**src/rtl/prim_slot_allocator_64.sv**
```systemverilog
// 64-slot busy/free tracker handing out one free 6-bit slot index per cycle.
// Ports: i_clk/i_rst, i_flush, alloc req/gnt/idx, free vld/idx, busy_vec, free_cnt, full/empty, free_err.
module prim_slot_allocator_64 #(
   parameter logic RR_POLICY = 1'b0
) (
   input  logic        i_clk,
   input  logic        i_rst,
   input  logic        i_flush,
   input  logic        i_alloc_req,
   output logic        o_alloc_gnt,
   output logic [5:0]  o_alloc_idx,
   input  logic        i_free_vld,
   input  logic [5:0]  i_free_idx,
   output logic [63:0] o_busy_vec,
   output logic [6:0]  o_free_cnt,
   output logic        o_full,
   output logic        o_empty,
   output logic        o_free_err
);

   logic [63:0] busy;
   logic [6:0]  cnt;
   logic [5:0]  rr_last;
   logic        err;

   logic [5:0]  start;
   logic [5:0]  cand;
   logic [5:0]  pick;
   logic        found;
   logic        gnt;
   logic        free_ok;
   logic [63:0] set_mask;
   logic [63:0] clr_mask;

   // Circular search over the registered busy map; start is 0 for
   // lowest-first, or one past the last grant for round-robin.
   always_comb begin
      start = RR_POLICY ? rr_last + 6'd1 : 6'd0;
      pick  = 6'd0;
      found = 1'b0;
      cand  = 6'd0;
      for (int k = 0; k < 64; k++) begin
         cand = start + 6'(k);
         if (!found && !busy[cand]) begin
            found = 1'b1;
            pick  = cand;
         end
      end
   end

   assign o_full  = (cnt == 7'd0);
   assign o_empty = (cnt == 7'd64);

   assign gnt = i_alloc_req & ~o_full & ~i_flush & ~i_rst & found;

   assign o_alloc_gnt = gnt;
   assign o_alloc_idx = gnt ? pick : 6'd0;

   // Only a busy slot can be cleared, so set/clear never collide.
   assign free_ok  = i_free_vld & busy[i_free_idx];
   assign set_mask = gnt ? (64'd1 << pick) : 64'd0;
   assign clr_mask = free_ok ? (64'd1 << i_free_idx) : 64'd0;

   always_ff @(posedge i_clk or posedge i_rst) begin
      if (i_rst) begin
         busy    <= 64'd0;
         cnt     <= 7'd64;
         rr_last <= 6'd63;
         err     <= 1'b0;
      end else if (i_flush) begin
         busy <= 64'd0;
         cnt  <= 7'd64;
         err  <= 1'b0;
      end else begin
         busy <= (busy | set_mask) & ~clr_mask;
         cnt  <= cnt - {6'd0, gnt} + {6'd0, free_ok};
         err  <= i_free_vld & ~busy[i_free_idx];
         if (RR_POLICY && gnt) begin
            rr_last <= pick;
         end
      end
   end

   assign o_busy_vec = busy;
   assign o_free_cnt = cnt;
   assign o_free_err = err;

endmodule
```
**config.mk**
```make
export PLATFORM = sky130hd
export DESIGN_NAME = prim_slot_allocator_64
export DESIGN_NICKNAME = d
export VERILOG_FILES = /design/src/rtl/prim_slot_allocator_64.sv
export SDC_FILE = /design/constraint.sdc
export NUM_CORES = 1
export LEC_CHECK = 0
export CAP_MARGIN = 40
export CORE_MARGIN = 5
export CORE_UTILIZATION = 58
export CTS_CLUSTER_DIAMETER = 50
export DETAILED_ROUTE_END_ITERATION = 8
export PLACE_DENSITY = 0.88
export SLEW_MARGIN = 25
export SYNTH_ARGS = -nofsm -noshare
export SYNTH_HDL_FRONTEND = slang
export SYNTH_SLANG_ARGS = --single-unit
```
**constraint.sdc**
```tcl
create_clock -name i_clk -period 10.5 [get_ports i_clk]
set_input_delay 2.1 -clock i_clk [delete_from_list [all_inputs] [get_ports i_clk]]
set_output_delay 2.1 -clock i_clk [all_outputs]
set_load 0.01 [all_outputs]
```
# Yosys cells after proc, flatten, opt, wreduce, memory -nomap -nowiden
# Cells that the tools add are included.
[classes]
add_sub_neg = 2
n_lt_le_gt_ge = 1
n_eq_ne = 1
n_shift = 2
n_mux = 135
n_bitwise = 13
n_reduce_logical = 189
[ops]
columns = ["operator", "count"]
rows = [
  ["$mux 6", 62],
  ["$mux 64", 3],
  ["$shl 1x6->64 const A", 2],
  ["$logic_not 1->1", 125],
  ["$mux 1", 67],
  ["$and 64x64->64", 1],
  ["$not 64->64", 1],
  ["$or 64x64->64", 1],
  ["$logic_and 1x1->1", 63],
  ["$add 7x1->7", 1],
  ["$eq 7x7->1 const B", 1],
  ["$logic_not 7->1", 1],
  ["$lt 6x7->1 const B", 1],
  ["$mux 7", 1],
  ["$sub 7x1->7", 1],
  ["$and 1x1->1", 6],
  ["$bmux 1 s6", 1],
  ["$not 1->1", 4],
  ["$mux 2", 1],
]
[word_totals]
regBits = 72
in_bits = 11
elab_cells = 346

# Longest topological paths before layout
# Gate-level depths: netlist of run 1.
[logic_depth]
word_depth = 194
mapped_depth = 21
ltp_nobuf = 19

# Least setup slack after synthesis of run 1
# Ideal clock, no wire load.
[synth_timing]
path_kind = "in2out"
from = "input port i_flush"
to = "output port o_alloc_idx[2]"
t_arrival_ps = 3412
path_slack_ps = 4988
path_stages = 6
path_buffers = 1
cell_sequence = "buf_6 or4b_1 a31o_2 inv_1 o21ai_2 inv_1"
[synth_between]
elab_chain_len = 5
[synth_lines]
columns = ["element", "line_no", "source"]
rows = [
  ["from (decl)", "8", "input logic i_flush,"],
  ["$not 1->1", "54", "assign gnt = i_alloc_req & ~o_full & ~i_flush & ~i_rst & found;"],
  ["$and 1x1->1 (3 in a row)", "54", ""],
  ["net o_alloc_gnt", "10", "output logic o_alloc_gnt,"],
  ["$mux 6", "57", "assign o_alloc_idx = gnt ? pick : 6'd0;"],
  ["to (decl)", "11", "output logic [5:0] o_alloc_idx,"],
]
# The timed path passes the listed nets, and every way through them passes these cells.

# Worst setup path in the final report of run 1
[layout_timing]
from = "input port i_flush"
to = "output port o_alloc_idx[2]"
[layout_between]
elab_chain_len = 5
[layout_lines]
columns = ["element", "line_no"]
rows = [
  ["$not 1->1", "54"],
  ["$and 1x1->1 (3 in a row)", "54"],
  ["$mux 6", "57"],
]
# Every way passes these cells.

==> impl_metrics.ini, run 1 <==
[cts]
ctsResizeCount = 0
cts_made_buffers = 9
clk-insertion-delay-late_ns = 0.37
cts_root_buf = clkbuf_8
clkTransAtPathRegs_ns = 0.08
cts.sinks = 72
htree_levels = 3
cts_tree = built
cts_hold_buffers = 0
post-cts-setup-buffers = 0
ctsLongestPathBuffers = 2

[grt]
track_usage = 0.360
grt_max_degree = 74
grt_first_pass_wirelength_microns = 31200
grt_pass1_vias = 5359
overflow = 0
antenna_found_initial = 0

[sta]
finClkSkew_ns = 0.0108
max_slew_margin = 0.353
worst_pin_slew_ns = 0.968
worst_slack_ns = 3.80
rsz0062_at_grt = no
post-route-period-util = 0.638
tns_ns = 0
fmax_ghz = 0.149
drv_slew = 0
hold_viol = 0
finalSetupViolCount = 0
min_period_ns = 6.70

[pwr]
leakage_nw = 2.29
power.internal_uw = 503
comb_power_share = 0.231
p_seq_frac = 0.409
ir_worst_vdd_mv = 0.132
power_density_nw_per_um2 = 111
clockPowerShare = 0.359
p_sw_uw = 224
total_power_uw = 726
switching_share = 0.308

[setup_path]
rr_worst_depth = 17
worst-setup-path-type = in2out
crit_chain = buf_2, buf_4, or4b_1, a31o_2, inv_1, o21ai_2, inv_1, clkdlybuf4s50_1
worstPathArrival_ns = 4.60
crit_path_max_incr_delay_ns = 0.69
critPathMaxFanout = 73
crit_path_top_delay_cell = or4b_1
required_ns = 8.40
start_kind = input pin
critPathMostFrequentCell = inv_1
endpoint_kind = output port

[synthesis]
yosys-top-cells-area = dfrtp_1 33%, a31oi_1 6.4%, a211oi_1 5.2%
synth-async-reset-ratio = 1.00
synth.area.mux_share = 0.0849
synth_compound_area_frac = 0.277
synth_edf_count = 0
synth_flop_cell = dfrtp_1
synth_top_family_by_area = compound AO/OA/AOI/OAI gates
synthSimpleGateAreaFrac = 0.204
yosysUniqueCellTypes = 82
yosysTopAreaCellShare = 0.331
synth_seq_area_share = 0.336
synthAdderAreaFrac = 0.0247
ys_seq_elements = 72
synthCells = 561
yosys_warnings = 0
postSynthNetCount = 582
synth_xor_area_frac = 0.00817
synth_top_area_cell = dfrtp_1
syn_avg_cell_area_sq_um = 9.56
synth_area_sq_um = 5360

[final_layout]
area_growth_pct = 21.8
final_cells = 756
fillerInstances = 667
multi_input_area_sq_um = 3230
drive_gt1_frac = 0.129
final_cell_area_sq_um = 6530
finalNetCount = 661
final-seq-area_sq_um = 1800
n_antenna_cell = 0

[place]
place_hpwl_microns = 14600
io_buffers = 91
dpl-instance-area_sq_um = 6260
place_inst = 737
place_congestion = 1.03
pre_cts_slack_ns = 3.66

[floorplan]
die_y_microns = 106
die_w_microns = 106
fp-row-count = 35
die-area_sq_um = 11300
ios = 92
coreArea_sq_um = 9110
start_util = 0.589

[route]
ant_nets = 0
wire_per_inst_microns = 26.6
drcViolationCount = 0
drt_iter0_markers = 711
firstDrtPassIters = 6
viasPerCell = 7.45
wl_microns = 20100
via_count = 5632

[run]
max_cap_violations = 0

[worst_hold_path]
hold_class = reg2reg
holdPathStages = 3

[outcome]
status = complete, no violations
through the flow:
step / hold WS (ns) / util
6_report: 0.690 / 0.717
3_3_place_gp: 0.649 / 0.680
2_1_floorplan: 0.644 / -
5_1_grt: 0.704 / 0.717
3_5_place_dp: 0.668 / 0.687
4_1_cts: 0.685 / 0.712
layout make-up:
cell class | count | area share
well taps | 111 | 0.0213
clock inverters | 6 | 0.0142
inverters | 26 | 0.0149
multi-input cells | 426 | 0.494
clock buffers | 10 | 0.0211
repair buffers | 105 | 0.158
flip-flops and latches | 72 | 0.276
cell usage in the layout, fill, tap and decap left out, drive strengths merged, types with 11 or more instances in the layout:
| cell type | instances |
|---|---|
| clkdlybuf4s50 | 90 |
| dfrtp | 71 |
| a31oi | 55 |
| a211oi | 38 |
| nor2 | 38 |
| nand2 | 34 |
| a21oi | 33 |
| a311oi | 29 |
| inv | 24 |
| nor3 | 23 |
| nand4 | 18 |
| mux4 | 18 |
| o21ai | 17 |
| buf | 14 |
| nand3 | 12 |
| clkbuf | 11 |
registers in the layout, indices dropped and copies added, names as in the netlist:
| name | flops |
|---|---|
| o_busy_vec | 64 |
| o_free_cnt | 7 |
| o_free_err | 1 |
power by group through the flow:
stage                     sequential [mW]  clock [mW]  combinational, mW
after CTS                           0.297       0.259              0.164
final                               0.297       0.261              0.168
after floorplan                     0.304           0              0.106
after global routing                0.299       0.273              0.183
after global placement              0.302           0              0.155
after detailed placement            0.302           0              0.163
worst paths after layout:
path,to,startpoint,slack [ns]
min in group asynchronous,o_free_cnt[3],i_rst,1.92
worst min register to register,o_free_cnt[6],o_free_cnt[5],0.69
max in group asynchronous,o_busy_vec[4],i_rst,7.65
worst max register to register,o_free_cnt[6],o_busy_vec[26],6.41
worst max-delay path,o_alloc_idx[2],i_flush,3.80
worst min-delay path,o_free_cnt[6],o_free_cnt[5],0.69
metal layers:
metal	wire length, microns	share of wire	GRT usage
met5	0	0	0
met4	863	0.043	0.139
met3	2530	0.13	0.101
met2	8990	0.45	0.542
met1	7740	0.38	0.493
cell usage after synthesis, types with 9 or more instances:
cell	n
nand2_1	34
nand3_1	12
nor2_1	33
nand4_1	16
ha_1	9
clkbuf_1	13
mux4_2	10
a21oi_1	31
a31oi_1	55
o21ai_0	15
dfrtp_1	71
a211oi_1	37
a311oi_1	29
nor3_1	17
inv_1	24
kinds of logic after synthesis:
kind of cell	Yosys count
compound gates	206
buf+inv	63
flops	72
xor+xnor	5
simple gates	185
fa+ha+maj	10
mux	20
critical path, delay by kind of cell:
family / cells / cell delay, ns
compound gates: 2 / 0.49
buf+inv: 5 / 1.31
simple gates: 1 / 0.69
Power figures use the tool's default switching activity.
==> run 2, diff against run 1 <==
--- a/config.mk
+++ b/config.mk
@@ -7,10 +7,10 @@
 export LEC_CHECK = 0
 export CAP_MARGIN = 40
 export CORE_MARGIN = 5
-export CORE_UTILIZATION = 58
+export CORE_UTILIZATION = 54
 export CTS_CLUSTER_DIAMETER = 50
 export DETAILED_ROUTE_END_ITERATION = 8
-export PLACE_DENSITY = 0.88
+export PLACE_DENSITY = 0.83
 export SLEW_MARGIN = 25
 export SYNTH_ARGS = -nofsm -noshare
 export SYNTH_HDL_FRONTEND = slang
==> constraint.sdc (replaced) <==
create_clock -name i_clk -period 6.89 [get_ports i_clk]
set_input_delay 1.378 -clock i_clk [delete_from_list [all_inputs] [get_ports i_clk]]
set_output_delay 1.378 -clock i_clk [all_outputs]
set_load 0.01 [all_outputs]
==> impl_metrics.ini, run 2 (same netlist as run 1, synthesis figures left out) <==
[setup_path]
crit_path_max_incr_delay_ns = 0.94
r2r-start = o_busy_vec[9]
start_kind = input pin
r2r-end = o_free_cnt[6]
endpoint = o_free_cnt[6]
rr_worst_depth = 17
crit_chain = clkdlybuf4s50_1, mux4_1, mux4_2, and2_4, nor4_1, a21oi_1, nand2_1, ha_1, inv_1, ha_1, inv_1, fa_1, inv_1, a21oi_1, o21bai_1, a21oi_1, nor2_1, o21ai_0, a21o_1
required_ns = 7.17
crit_path_top_delay_cell = clkdlybuf4s50_1
worst-setup-path-type = in2reg
worstPathArrival_ns = 5.87
endpoint_kind = flip-flop
startpoint = i_free_idx[0]
critPathMaxFanout = 14
reg2reg_slack_ns = 2.77

[floorplan]
coreArea_sq_um = 9730
fp-row-count = 36
ios = 92
die_w_microns = 110
die-area_sq_um = 12000
start_util = 0.551
die_y_microns = 110

[route]
via_count = 5702
wire_per_inst_microns = 26.7
ant_nets = 0
drcViolationCount = 0
viasPerCell = 7.30
firstDrtPassIters = 6
drt_iter0_markers = 747
wl_microns = 20900

[cts]
htree_levels = 3
cts_root_buf = clkbuf_8
ctsResizeCount = 0
ctsLongestPathBuffers = 2
cts_made_buffers = 9
cts_tree = built
post-cts-setup-buffers = 0
cts.sinks = 72
cts_hold_buffers = 0
clkTransAtPathRegs_ns = 0.09
clk-insertion-delay-late_ns = 0.36

[final_layout]
drive_gt1_frac = 0.130
final_common_cell = clkdlybuf4s50_1
layout_common_cells = 90 x clkdlybuf4s50_1, 71 x dfrtp_1, 55 x a31oi_1, 37 x a211oi_1, 34 x nand2_1
n_antenna_cell = 0
finalNetCount = 664
final_cell_area_sq_um = 6550
final_cells = 781
area_growth_pct = 22.1
largest_register_ffs = 64

[grt]
track_usage = 0.356
overflow = 0
grt_max_degree = 73
grt_pass1_vias = 5528
antenna_found_initial = 0
grt_first_pass_wirelength_microns = 32100

[sta]
rsz0062_at_grt = no
fmax_ghz = 0.179
finClkSkew_ns = 0.0181
drv_slew = 0
hold_viol = 0
worst_pin_slew_ns = 0.840
finalSetupViolCount = 0
max_slew_margin = 0.438
min_period_ns = 5.59
post-route-period-util = 0.812
tns_ns = 0

[pwr]
leakage_nw = 2.30
power_density_nw_per_um2 = 162
total_power_mw = 1.06
ir_worst_vdd_mv = 0.0879

[place]
dpl-instance-area_sq_um = 6300
place_inst = 760
io_buffers = 91
place_congestion = 1.04
place_hpwl_microns = 14500

[outcome]
status = complete, no violations

[run]
max_cap_violations = 0

[worst_hold_path]
hold_class = reg2reg
## run 2: cell types whose count changed in the layout (fill, tap and decap cells not counted), sizes merged
cell      delta
buf          +2
bufinv       -1
clkbuf       +3
clkinv       +1
clkinvlp     -2
## run 2: routing by layer
metal | wire, microns | GRT usage
met1 | 8210 | 0.507
met3 | 2800 | 0.0981
met2 | 8980 | 0.507
met5 | 0 | 0
met4 | 881 | 0.153
## run 2: how the worst min path moves through the flow
stage                              start             end  slack (ns)  cells after the start
final                      o_free_cnt[0]   o_free_cnt[0]        0.68                      2
after global routing       o_free_cnt[0]   o_free_cnt[0]        0.72                      2
after CTS                  o_free_cnt[0]   o_free_cnt[0]        0.68                      2
after detailed placement   o_free_cnt[0]   o_free_cnt[0]        0.65                      2
after global placement     o_free_cnt[5]   o_free_cnt[6]        0.64                      3
after floorplan           o_busy_vec[10]  o_busy_vec[10]        0.64                      2
## run 2: worst max-delay path, delay by kind of cell
kind | cells | cell delay, ns
mux | 2 | 1.14
simple gates | 4 | 0.66
buf+inv | 4 | 1.13
compound gates | 6 | 0.75
fa+ha+maj | 3 | 0.80
## run 2: layout make-up
cell class | count | area, sq um
timing repair buffer | 108 | 1070
multi-input combinational | 426 | 3220
inverter | 26 | 97.6
clock buffer | 12 | 145
fill | 787 | 3180
tap | 133 | 166
sequential | 72 | 1800
clock inverter | 4 | 45.0
## run 2: per-stage QoR
step | setup slack (ns) | hold slack [ns] | utilization
global route | 1.08 | 0.717 | 0.673
detailed placement | 1.05 | 0.655 | 0.648
finish | 1.30 | 0.680 | 0.673
global placement | 1.11 | 0.641 | 0.641
floorplan | 2.16 | 0.644 | -
CTS | 1.39 | 0.681 | 0.667
## run 2: report_power, final
group / internal (mW) / switching, mW / leakage, nW / total, mW
clock network: 0.176 / 0.170 / 0.100 / 0.346
logic: 0.113 / 0.145 / 1.20 / 0.258
registers: 0.438 / 0.0171 / 0.997 / 0.455
total: 0.728 / 0.331 / 2.30 / 1.06
==> edit 1, RTL diff (flow settings as in run 2) <==
Reset style: synchronous (`i_rst`), changed in one clocked block.
--- a/src/rtl/prim_slot_allocator_64.sv
+++ b/src/rtl/prim_slot_allocator_64.sv
@@ -62,5 +62,5 @@
    assign clr_mask = free_ok ? (64'd1 << i_free_idx) : 64'd0;
 
-   always_ff @(posedge i_clk or posedge i_rst) begin
+   always_ff @(posedge i_clk) begin
       if (i_rst) begin
          busy    <= 64'd0;
Formal check against the unedited RTL: differs if i_rst is asserted again (counterexample within 4 cycles, from zero or initial values and one cycle with i_rst high); with i_rst held inactive, the same outputs for 10 cycles.
==> edit 1 against run 2 <==
  * Critical path depth stayed put
  * Clock skew decreased by 2.4 ps
  * Synthesized area decreased by 0.77%
  * Clock power rose by 14%
  * Worst setup slack improved by 150 ps
  * Sequential cell count unchanged
  * Hold slack worse by 130 ps
  * Wire length rose by 4.9%
  * Combinational power is 43% lower
  * Final area increased by 0.42%
  * Total power decreased by 8.4%
  * Largest cell class unchanged
  * Highest routed layer unchanged
==> edit 1: results <==
[status]
status = "complete, no violations"

[global_route]
use_met3 = 0.0894
grt_pass1_vias = 6056
grt_pass1_wl_mm = 33.8
grtUsageMet2 = 0.582
met1_usage = 0.470
grt_use_total = 0.372
grt_max_degree = 35

[synth]
synth_common_cells = "nand2_1 (87), a21oi_1 (73), dfxtp_1 (72), nand3_1 (44), o21ai_0 (43)"
synthDistinctLibCells = 74
synthCells = 694
synth_ff_type = "dfxtp_1"
synth_area_leaders = "dfxtp_1 (27%), mux4_2 (7.6%), a21oi_1 (6.9%)"
yosysSeqAreaShare = 0.271
synth_fp_nets = 715
async_flop_share = 0

[place]
postPlaceCellArea_um2 = 6310
place_ws_ps = 823
place.gp.congestion = 1.02
dpl.hpwl_mm = 16.3
numPortBuffers = 91

[layout]
seqCellArea_um2 = 1440
final_nets = 796
fillerInstances = 841

[route]
routed_via_density = 6.95
wl_mm = 21.9
dr.pass1.iters = 9
drt_iter0_drc = 722

[clock_network]
clkTransAtPathRegs_ps = 80
ctsResizeCount = 0

[pwr]
irDropWorstVdd_uv = 136
leakage_uw = 0.00200

[worst_setup_path]
worst_r2r_startpoint = "o_busy_vec[25]$_SDFF_PP0_"
cp_max_fo = 15

[timing]
max_slew.worst_pin.slew_ps = 828
finalClockSkew_ps = 15.7

[min_path]
min_from = "o_busy_vec[21]$_SDFF_PP0_"
[edit 1: cell type report]
cell class,count,area share
clock buffers,12,0.0236
clock inverters,4,0.0116
inverters,40,0.0228
multi-input cells,547,0.542
flip-flops and latches,72,0.219
well taps,133,0.0253
repair buffers,105,0.155
[edit 1: final timing paths]
kind / endpoint / slack [ps] / cells past startpoint
max: o_free_cnt[6]$_SDFF_PP1_ / 1450 / 19
min: o_busy_vec[21]$_SDFF_PP0_ / 550 / 2
min reg2reg: o_busy_vec[21]$_SDFF_PP0_ / 550 / 2
max reg2reg: o_free_cnt[6]$_SDFF_PP1_ / 2170 / 16
[edit 1: cell families after synthesis]
| group | share of synthesized area |
|---|---|
| muxes | 0.0800 |
| DFF | 0.271 |
| and+or+nand+nor | 0.295 |
| AOI/OAI and AO/OA | 0.260 |
| adders and majority gates | 0.0249 |
| xor gates and xnor gates | 0.00988 |
| buffers and inverters | 0.0593 |
[edit 1: where the power goes]
group | switching (uW) | total (uW) | internal [uW]
Clock | 170 | 395 | 225
Sequential | 6.41 | 428 | 421
Combinational | 82.5 | 148 | 65.0
[edit 1: layer usage]
layer  vias to the layer above  wire (um)  part of all wire
li1                       2775          -                 -
met3                       123       2960              0.14
met2                       548       9680              0.44
met1                      2897       7840              0.36
met5                         -          0                 0
met4                         0       1410             0.064
[edit 1: critical path: stages]
cell	delay, ps
clkdlybuf4s50_1	580
buf_6	230
buf_4	250
mux4_2	530
mux4_2	460
a211oi_1	330
a21oi_1	110
nand2_1	90
ha_1	120
inv_1	40
ha_1	200
fa_1	450
a21oi_1	230
o21bai_1	130
a21oi_1	170
nor2_1	50
nor2_1	120
xnor2_1	140
nand2_1	80
[edit 1: per-stage QoR]
| stage | instances | hold WS, ps | total power, uW |
|---|---|---|---|
| after floorplan | 694 | 506 | 526 |
| after global placement | 889 | 523 | 572 |
| after detailed placement | 893 | 523 | 581 |
| after CTS | 909 | 538 | 966 |
| after global routing | 913 | 560 | 1000 |
| final | 913 | 546 | 971 |
==> edit 2, RTL diff (config.mk and constraints of run 2) <==
Made on the original files. Change the parameter `RR_POLICY` from 1'b0 to 1'b1.
--- a/src/rtl/prim_slot_allocator_64.sv
+++ b/src/rtl/prim_slot_allocator_64.sv
@@ -2,5 +2,5 @@
 // Ports: i_clk/i_rst, i_flush, alloc req/gnt/idx, free vld/idx, busy_vec, free_cnt, full/empty, free_err.
 module prim_slot_allocator_64 #(
-   parameter logic RR_POLICY = 1'b0
+   parameter logic RR_POLICY = 1'b1
 ) (
    input  logic        i_clk,
Function: changed (a bounded check fails within 4 cycles, from zero or initial values and one cycle with i_rst high).
==> edit 2 against run 2 <==
  * The run now fails in global routing
  * Synthesized area rose to 3.7 times the old value
==> edit 2: results <==
[global_route]
grt_max_degree = 73
grt_pass1_wl_mm = 290
grt_pass1_vias = 39676
grt_use_total = 0.929
grt_overflow = 2297

[place]
place_ws_ps = -1190
dpl.hpwl_mm = 103
postPlaceCellArea_um2 = 27500
numPortBuffers = 91
place.gp.congestion = 1.49

[status]
status = "aborted with a tool error"
stop_stage = "global routing"
stop_error = "[ERROR GRT-0116] Global routing finished with congestion. Check the congestion regions in the DRC Viewer."

[clock_network]
cts-root-buf = "clkbuf_16"
h-tree-depth = 3
numCtsBuffers = 9
cts.path.max_buffers = 2
cts_sinks = 78

[synth]
async_flop_share = 1.00
synthDistinctLibCells = 122
yosysSeqAreaShare = 0.100
synth_fp_nets = 2507
synth_ff_type = "dfrtp_1"
yosys_warnings = 0
synth_common_cells = "nand2_1 (242), nor2_1 (224), a21oi_1 (155), o21ai_0 (150), mux4_2 (138)"
synth_area_leaders = "mux4_2 (16%), dfrtp_1 (9.1%), nand2_1 (4.6%)"

[die]
num_rows = 69
edit 2: cell count changes after synthesis, sizes merged, moves of 59 or more:
| cell | change |
|---|---|
| buf | +82 |
| mux4 | +121 |
| nor3 | +59 |
| a211oi | +72 |
| mux2 | +70 |
| a21oi | +127 |
| xnor2 | +61 |
| nor2 | +193 |
| o21ai | +140 |
| mux2i | +76 |
| nand3 | +79 |
| nand2 | +215 |
edit 2: kinds of logic after synthesis:
family | count (synthesis) | synth area share
buf+inv | 216 | 0.0562
fa+ha+maj | 22 | 0.0144
simple gates | 941 | 0.245
compound gates | 856 | 0.303
xor+xnor | 74 | 0.0407
flops | 78 | 0.100
mux | 287 | 0.240
edit 2: per-layer routing:
metal  GRT usage  overflow
met4       0.969       576
met2        1.10      1501
met5       0.658        20
met1       0.864        95
met3       0.817       105
edit 2: timing repair:
| item | CTS |
|---|---|
| setup endpoints to repair | 77 |
| resized for setup | 246 |
| buffers inserted | 59 |
| cloned | 2 |
| hold endpoints to repair | 0 |
| pin swaps | 71 |
edit 2: through the flow:
step,utilization,std cells,hold WS [ps]
CTS,0.822,3847,700
floorplan,-,2474,549
detailed placement,0.771,3770,698
global placement,0.770,3765,615
